[config.mk]
export PLATFORM = sky130hd
export DESIGN_NAME = ps2_cmd_ctrl
export DESIGN_NICKNAME = d
export VERILOG_FILES = /design/src/rtl/ps2_pkg.sv /design/src/rtl/ps2_tmo_cntr.sv /design/src/rtl/ps2_cmd_ctrl.sv
export SDC_FILE = /design/constraint.sdc
export NUM_CORES = 1
export LEC_CHECK = 0
export ABC_AREA = 1
export BUFFER_PORTS_ARGS = -buffer_cell sky130_fd_sc_hd__buf_2
export CELL_PAD_IN_SITES_DETAIL_PLACEMENT = 0
export CELL_PAD_IN_SITES_GLOBAL_PLACEMENT = 1
export CORE_UTILIZATION = 30
export DETAILED_ROUTE_END_ITERATION = 7
export PLACE_DENSITY = 0.59
export SYNTH_ARGS = -nofsm -noshare
export SYNTH_HDL_FRONTEND = slang
export SYNTH_SLANG_ARGS = --single-unit
[constraint.sdc]
create_clock -name clk -period 3.3 [get_ports clk]
set_input_delay 0.33 -clock clk [delete_from_list [all_inputs] [get_ports clk]]
set_output_delay 0.33 -clock clk [all_outputs]
set_load 0.01 [all_outputs]
[src/rtl/ps2_pkg.sv]
// ps2_pkg: shared state encoding, PS/2 protocol byte values and command result codes
// used by the PS/2 command sequencer.
package ps2_pkg;

    typedef enum logic [3:0] {
        StIdle,
        StSendOp,
        StTxwOp,
        StAckOp,
        StSendArg,
        StTxwArg,
        StAckArg,
        StBat,
        StFin
    } state_e;

    typedef enum logic [1:0] {
        ErrOk      = 2'd0,
        ErrTimeout = 2'd1,
        ErrRetry   = 2'd2,
        ErrBat     = 2'd3
    } cmd_err_e;

    localparam logic [7:0] PS2_ACK       = 8'hFA;
    localparam logic [7:0] PS2_RESEND    = 8'hFE;
    localparam logic [7:0] PS2_BAT_OK    = 8'hAA;
    localparam logic [7:0] PS2_BAT_ERR   = 8'hFC;
    localparam logic [7:0] PS2_CMD_RESET = 8'hFF;
    localparam logic [7:0] PS2_CMD_LED   = 8'hED;

endpackage

[src/rtl/ps2_tmo_cntr.sv]
// ps2_tmo_cntr: loadable down-counter; flags expiry on the enabled cycle in which it reaches 0.
module ps2_tmo_cntr #(
    parameter int unsigned WIDTH = 25
) (
    input  logic             clk,
    input  logic             rst_n,
    input  logic [WIDTH-1:0] i_load_val,
    input  logic             i_load,
    input  logic             i_en,
    output logic             o_expired
);

    logic [WIDTH-1:0] r_count;

    always_ff @(posedge clk or negedge rst_n) begin
        if (!rst_n) begin
            r_count <= '0;
        end else if (i_load) begin
            r_count <= i_load_val;
        end else if (i_en && (r_count != '0)) begin
            r_count <= r_count - WIDTH'(1);
        end
    end

    // A window of N cycles expires on the N-th enabled cycle after the load.
    assign o_expired = i_en && (r_count <= WIDTH'(1));

endmodule

[src/rtl/ps2_cmd_ctrl.sv]
// ps2_cmd_ctrl: sequences one PS/2 host command (opcode plus optional argument) through the
// transmitter, handling ACK/RESEND, ACK timeouts and the BAT result after a reset command.
module ps2_cmd_ctrl #(
    parameter int unsigned ACK_TMO_CYCLES = 750000,
    parameter int unsigned BAT_TMO_CYCLES = 25000000,
    parameter int unsigned MAX_RETRY      = 3
) (
    input  logic       clk,
    input  logic       rst_n,
    input  logic       i_cmd_req,
    input  logic [7:0] i_cmd_opcode,
    input  logic       i_cmd_has_arg,
    input  logic [7:0] i_cmd_arg,
    output logic       o_cmd_busy,
    output logic       o_cmd_done,
    output logic [1:0] o_cmd_err,
    output logic       o_tx_wr_stb,
    output logic [7:0] o_tx_wr_data,
    input  logic       i_tx_ready,
    input  logic       i_tx_done,
    input  logic       i_rx_valid,
    input  logic [7:0] i_rx_data
);
    import ps2_pkg::*;

    localparam int unsigned TmrW     = $clog2(BAT_TMO_CYCLES + 1);
    localparam logic [2:0]  RetryMax = 3'(MAX_RETRY);

    state_e     r_state;
    logic [7:0] r_opcode;
    logic [7:0] r_arg;
    logic       r_has_arg;
    logic [2:0] r_retry;
    logic       r_busy;
    logic       r_done;
    logic [1:0] r_err;
    logic       r_stb;
    logic [7:0] r_tx_data;

    logic            w_rx_ack;
    logic            w_rx_resend;
    logic            w_rx_bat_ok;
    logic            w_rx_bat_err;
    logic            w_retry_out;
    logic [2:0]      w_retry_inc;
    logic            w_is_reset_cmd;
    logic            w_in_op;
    logic            w_tmr_load;
    logic            w_tmr_en;
    logic            w_expired;
    logic [TmrW-1:0] w_tmr_val;

    assign w_rx_ack       = i_rx_valid && (i_rx_data == PS2_ACK);
    assign w_rx_resend    = i_rx_valid && (i_rx_data == PS2_RESEND);
    assign w_rx_bat_ok    = i_rx_valid && (i_rx_data == PS2_BAT_OK);
    assign w_rx_bat_err   = i_rx_valid && (i_rx_data == PS2_BAT_ERR);
    assign w_retry_out    = (r_retry >= RetryMax);
    assign w_retry_inc    = (r_retry == 3'd7) ? r_retry : r_retry + 3'd1;
    assign w_is_reset_cmd = (r_opcode == PS2_CMD_RESET);
    assign w_in_op        = (r_state == StAckOp);

    assign w_tmr_en   = (r_state == StAckOp) || (r_state == StAckArg) || (r_state == StBat);
    // Arm the ACK window on frame completion, or the BAT window on the ACK to a reset command.
    assign w_tmr_load = (((r_state == StTxwOp) || (r_state == StTxwArg)) && i_tx_done) ||
                        (w_in_op && w_rx_ack && w_is_reset_cmd);
    assign w_tmr_val  = w_in_op ? TmrW'(BAT_TMO_CYCLES) : TmrW'(ACK_TMO_CYCLES);

    ps2_tmo_cntr #(
        .WIDTH(TmrW)
    ) u_tmo_cntr (
        .clk       (clk),
        .rst_n     (rst_n),
        .i_load_val(w_tmr_val),
        .i_load    (w_tmr_load),
        .i_en      (w_tmr_en),
        .o_expired (w_expired)
    );

    always_ff @(posedge clk or negedge rst_n) begin
        if (!rst_n) begin
            r_state   <= StIdle;
            r_opcode  <= '0;
            r_arg     <= '0;
            r_has_arg <= 1'b0;
            r_retry   <= '0;
            r_busy    <= 1'b0;
            r_done    <= 1'b0;
            r_err     <= ErrOk;
            r_stb     <= 1'b0;
            r_tx_data <= '0;
        end else begin
            r_stb  <= 1'b0;
            r_done <= 1'b0;
            unique case (r_state)
                StIdle, StFin: begin
                    r_state <= StIdle;
                    if (i_cmd_req) begin
                        r_opcode  <= i_cmd_opcode;
                        r_arg     <= i_cmd_arg;
                        r_has_arg <= i_cmd_has_arg;
                        r_retry   <= '0;
                        r_err     <= ErrOk;
                        r_busy    <= 1'b1;
                        r_state   <= StSendOp;
                    end
                end
                StSendOp, StSendArg: begin
                    if (i_tx_ready) begin
                        r_stb     <= 1'b1;
                        r_tx_data <= (r_state == StSendOp) ? r_opcode : r_arg;
                        r_state   <= (r_state == StSendOp) ? StTxwOp : StTxwArg;
                    end
                end
                StTxwOp: begin
                    if (i_tx_done) r_state <= StAckOp;
                end
                StTxwArg: begin
                    if (i_tx_done) r_state <= StAckArg;
                end
                StAckOp, StAckArg: begin
                    // A byte arriving in the expiry cycle takes precedence over the timeout.
                    if (w_rx_ack) begin
                        if (w_in_op && w_is_reset_cmd) begin
                            r_state <= StBat;
                        end else if (w_in_op && r_has_arg) begin
                            r_retry <= '0;
                            r_state <= StSendArg;
                        end else begin
                            r_state <= StFin;
                            r_done  <= 1'b1;
                            r_busy  <= 1'b0;
                            r_err   <= ErrOk;
                        end
                    end else if (w_rx_resend) begin
                        if (w_retry_out) begin
                            r_state <= StFin;
                            r_done  <= 1'b1;
                            r_busy  <= 1'b0;
                            r_err   <= ErrRetry;
                        end else begin
                            r_retry <= w_retry_inc;
                            r_state <= w_in_op ? StSendOp : StSendArg;
                        end
                    end else if (w_expired) begin
                        r_state <= StFin;
                        r_done  <= 1'b1;
                        r_busy  <= 1'b0;
                        r_err   <= ErrTimeout;
                    end
                end
                StBat: begin
                    if (w_rx_bat_ok || w_rx_bat_err || w_expired) begin
                        r_state <= StFin;
                        r_done  <= 1'b1;
                        r_busy  <= 1'b0;
                        if (w_rx_bat_ok) begin
                            r_err <= ErrOk;
                        end else if (w_rx_bat_err) begin
                            r_err <= ErrBat;
                        end else begin
                            r_err <= ErrTimeout;
                        end
                    end
                end
                default: begin
                    r_state <= StIdle;
                    r_busy  <= 1'b0;
                end
            endcase
        end
    end

    assign o_cmd_busy   = r_busy;
    assign o_cmd_done   = r_done;
    assign o_cmd_err    = r_err;
    assign o_tx_wr_stb  = r_stb;
    assign o_tx_wr_data = r_tx_data;

endmodule

==> results list <==
- The floorplan step set the die width to 117 um.
- The largest total area in the synthesized netlist belongs to dfrtp_1.
- Entering global routing, the biggest net connects 37 pins.
- Along the worst path, the maximum fanout reaches 23.
- Number of top-level design ports: 44
* Number of synthesized register bits: 62
- Power spread over the standard cell area amounts to 880 mW/mm2.
- Initial DRC Count: 209
- Detailed-route wire length: 10700 um
- Number of max-slew violations in the final report: 0
* Post-route fraction of the period consumed by the critical path: 61.7%
* Global-route usage over all layers: 17.6%
- For the final database, setup skew stands at 0.00666 ns.
- Yosys top cell area share: 38.9%
- Number of hold-repair buffers added at the cts stage: 0
- The area growth from synthesis to layout is 16.8%.
- Leading cell type by number of instances after synthesis: nand2_1
- The min-delay analysis places its worst path in the category input pin to async pin.
* Max Fclk: 491 MHz
- Across the VDD grid, the largest voltage drop is 368 uV.
* Worst Tran Pin Value: 0.934 ns
- Reg clk slew, reported paths: 0.05 ns
- The total overflow left after global routing is 0.
- The clock reaches the later pin of the worst-skew pair after 0.34 ns.
* Number of warnings printed during yosys synthesis: 0
- Netlist Area Pre-Place: 0.00399 mm2
- Starting Density: 31.2%
- Unrepaired setup endpoints after global routing: false
- Via count of the routed design: 3659
- Clock tree root driver cell: clkbuf_16
* TritonCTS clock tree: built
* Headroom to the max-slew limit: 37.8%
* Post-Syn Nets: 599
* Number of buffers inserted by post-CTS setup repair: 0
- Most frequently used flop master after synthesis: dfrtp_1
- Gate Count Post-Synth: 562
- The via count of the first global-routing pass was 3554.
* # nets final: 647
* Antenna violations before repair: 0
- Kind of launch point of the worst setup path: flip-flop
- After synthesis, the share of flip-flops with an asynchronous set or reset is 100%.
* Post-cts gate resize count: 0
- Static Leak: 2.33 nW
- Outcome: finished clean
- Dpl hpwl: 7970 um
- The worst path in the final design needs a cycle of 2.03 ns, including I/O delays and setup.
- In this run the standard cell core region covers 0.0128 mm2.
* Max-cap viol count: 0
- For the worst setup path, the data arrival time is 2.25 ns.
- The H-tree generated during clock tree synthesis spans 3 levels.
- Wire length per cell: 13.6 um
- The post-route netlist has 18.4% of its cells at a drive strength greater than 1.
* Worst setup slack after placement: 1.23 ns
- Worst Path Required: 3.51 ns
- Final hold analysis gives a worst-case slack of 0.125 ns.
- The finished layout holds 787 standard cells, fillers aside.
- Clock tree synthesis found a total of 62 sinks.
* Kind of critical path: flip-flop to flip-flop
* Sequential element share of the synthesized area: 38.9%
- The congestion estimate from routability-driven global placement came to 0.827.
- First-pass GRT wire length: 17900 um
* Post-Synthesis Mean Instance Area: 7.09 um2
- Yosys mapped a number of flops with a built-in enable equal to 0.
- The number of clock buffers added by TritonCTS is 9.
* Number of antenna repair diodes: 0
* Number of buffers between clock root and the deepest sink: 2
- In this run the core area contains 41 standard-cell rows.
- Count of cells along the worst register-to-register path: 12
* Total count of hold-check failures in the final report: 0
- In this run, placement finished with an instance count of 771.
* Crit path setup slack, layout: 1.27 ns
- In the final timing run, aggregate negative setup slack is 0 ns.
* Critical path capture point type: flip-flop
- Before antenna repair, the detailed router went through 4 iterations.
* Netlist cell types: 37
- Total die area: 0.0137 mm2
- Yosys attributes the largest share of cell area to dfrtp_1 39%, nand2_1 19%, nor2_1 8.1%, nand3_1 5.0%, inv_1 4.5%.
- Measured along the y axis, the die boundary spans 117 um.
* Most frequent cells after synthesis: 199 x nand2_1, 86 x nor2_1, 62 x dfrtp_1, 48 x inv_1, 40 x nand3_1
- # DRC: 0
* Routed vias/inst: 4.65
- During placement, the flow inserted port buffers numbering 43.
- Final setup fails: 0
- The detail route stage leaves a number of antenna-violating nets equal to 0.
## flip-flops by register name, summed over array words and instances, names as in the netlist
| signal | cells |
|---|---|
| r_retry | 3 |
| o_cmd_busy | 1 |
| r_arg | 8 |
| u_tmo_cntr.r_count | 25 |
| r_state | 4 |
| o_cmd_done | 1 |
| r_opcode | 8 |
| o_tx_wr_stb | 1 |
| o_tx_wr_data | 8 |
| r_has_arg | 1 |
| o_cmd_err | 2 |
## kinds of logic (layout without fill, tap and decap cells)
logic type	Yosys count	after routing	share of synthesized area, %
AND/OR/NAND/NOR	383	383	43.6
buffers and inverters	65	118	7.41
flip-flops	62	62	38.9
AO/OA/AOI/OAI	40	40	6.84
adder cells (fa/ha/maj)	6	6	1.88
XOR/XNOR	6	6	1.32
## where the power goes
group          switching, W  internal, W  total [W]
registers          0.000250      0.00106    0.00131
clock network      0.000357     0.000586   0.000943
logic               0.00124     0.000604    0.00185
total               0.00185      0.00225    0.00410
## critical path: stages (launching register included)
cell and delay [ns]:
dfrtp_1 0.34, inv_1 0.10, ha_1 0.22, nand2_1 0.06, nor2_1 0.04, nand2_1 0.07, nor2_2 0.05, nor2_4 0.33
clkinv_4 0.14, nand2_8 0.23, inv_2 0.15, nand2_1 0.09, nand3_1 0.06
## layer usage
metal,vias up,part of all wire [%],GRT usage (%)
met5,-,0,0
met4,0,2.5,6.84
met3,19,3.9,4.79
met2,60,45,26.7
met1,1702,49,23.6
li1,1878,-,-
## area by class of cell
type | count | area, um2
Timing Repair Buffer | 46 | 238
Inverter | 56 | 220
Tap cell | 172 | 215
Sequential cell | 62 | 1550
Clock inverter | 5 | 60.1
Clock buffer | 11 | 233
Fill cell | 1377 | 8120
Multi-Input combinational cell | 435 | 2140
## final timing paths
| check | end | slack [ns] | from |
|---|---|---|---|
| worst min register to register | r_arg[1] | 0.47 | r_arg[1] |
| max in group asynchronous | o_cmd_busy | 2.39 | rst_n |
| worst max-delay path | u_tmo_cntr.r_count[5] | 1.27 | u_tmo_cntr.r_count[0] |
| min in group clk | r_arg[5] | 0.19 | i_cmd_arg[5] |
| worst max register to register | u_tmo_cntr.r_count[5] | 1.27 | u_tmo_cntr.r_count[0] |
| worst min-delay path | o_cmd_done | 0.13 | rst_n |
## layout by cell type (no fill, tap or decap), types with 7 or more instances in the layout
master / n
nand4_1: 16
buf_2: 43
nor2_2: 8
nand3_2: 7
o21ai_2: 11
nand2_1: 199
dfrtp_1: 62
nor2_1: 86
inv_1: 48
clkbuf_16: 9
a31oi_1: 8
o21ai_0: 12
nand3_1: 40
## through the flow
step | cell area (um2) | total power [W] | util (%)
finish | 4660 | 0.00410 | 36.4
global route | 4660 | 0.00447 | 36.4
CTS | 4660 | 0.00416 | 36.4
detailed placement | 4360 | 0.00318 | 34.2
global placement | 4360 | 0.00317 | 34.2
floorplan | 3990 | 0.00272 | -
Note: power is estimated with default switching activity, not from simulation.
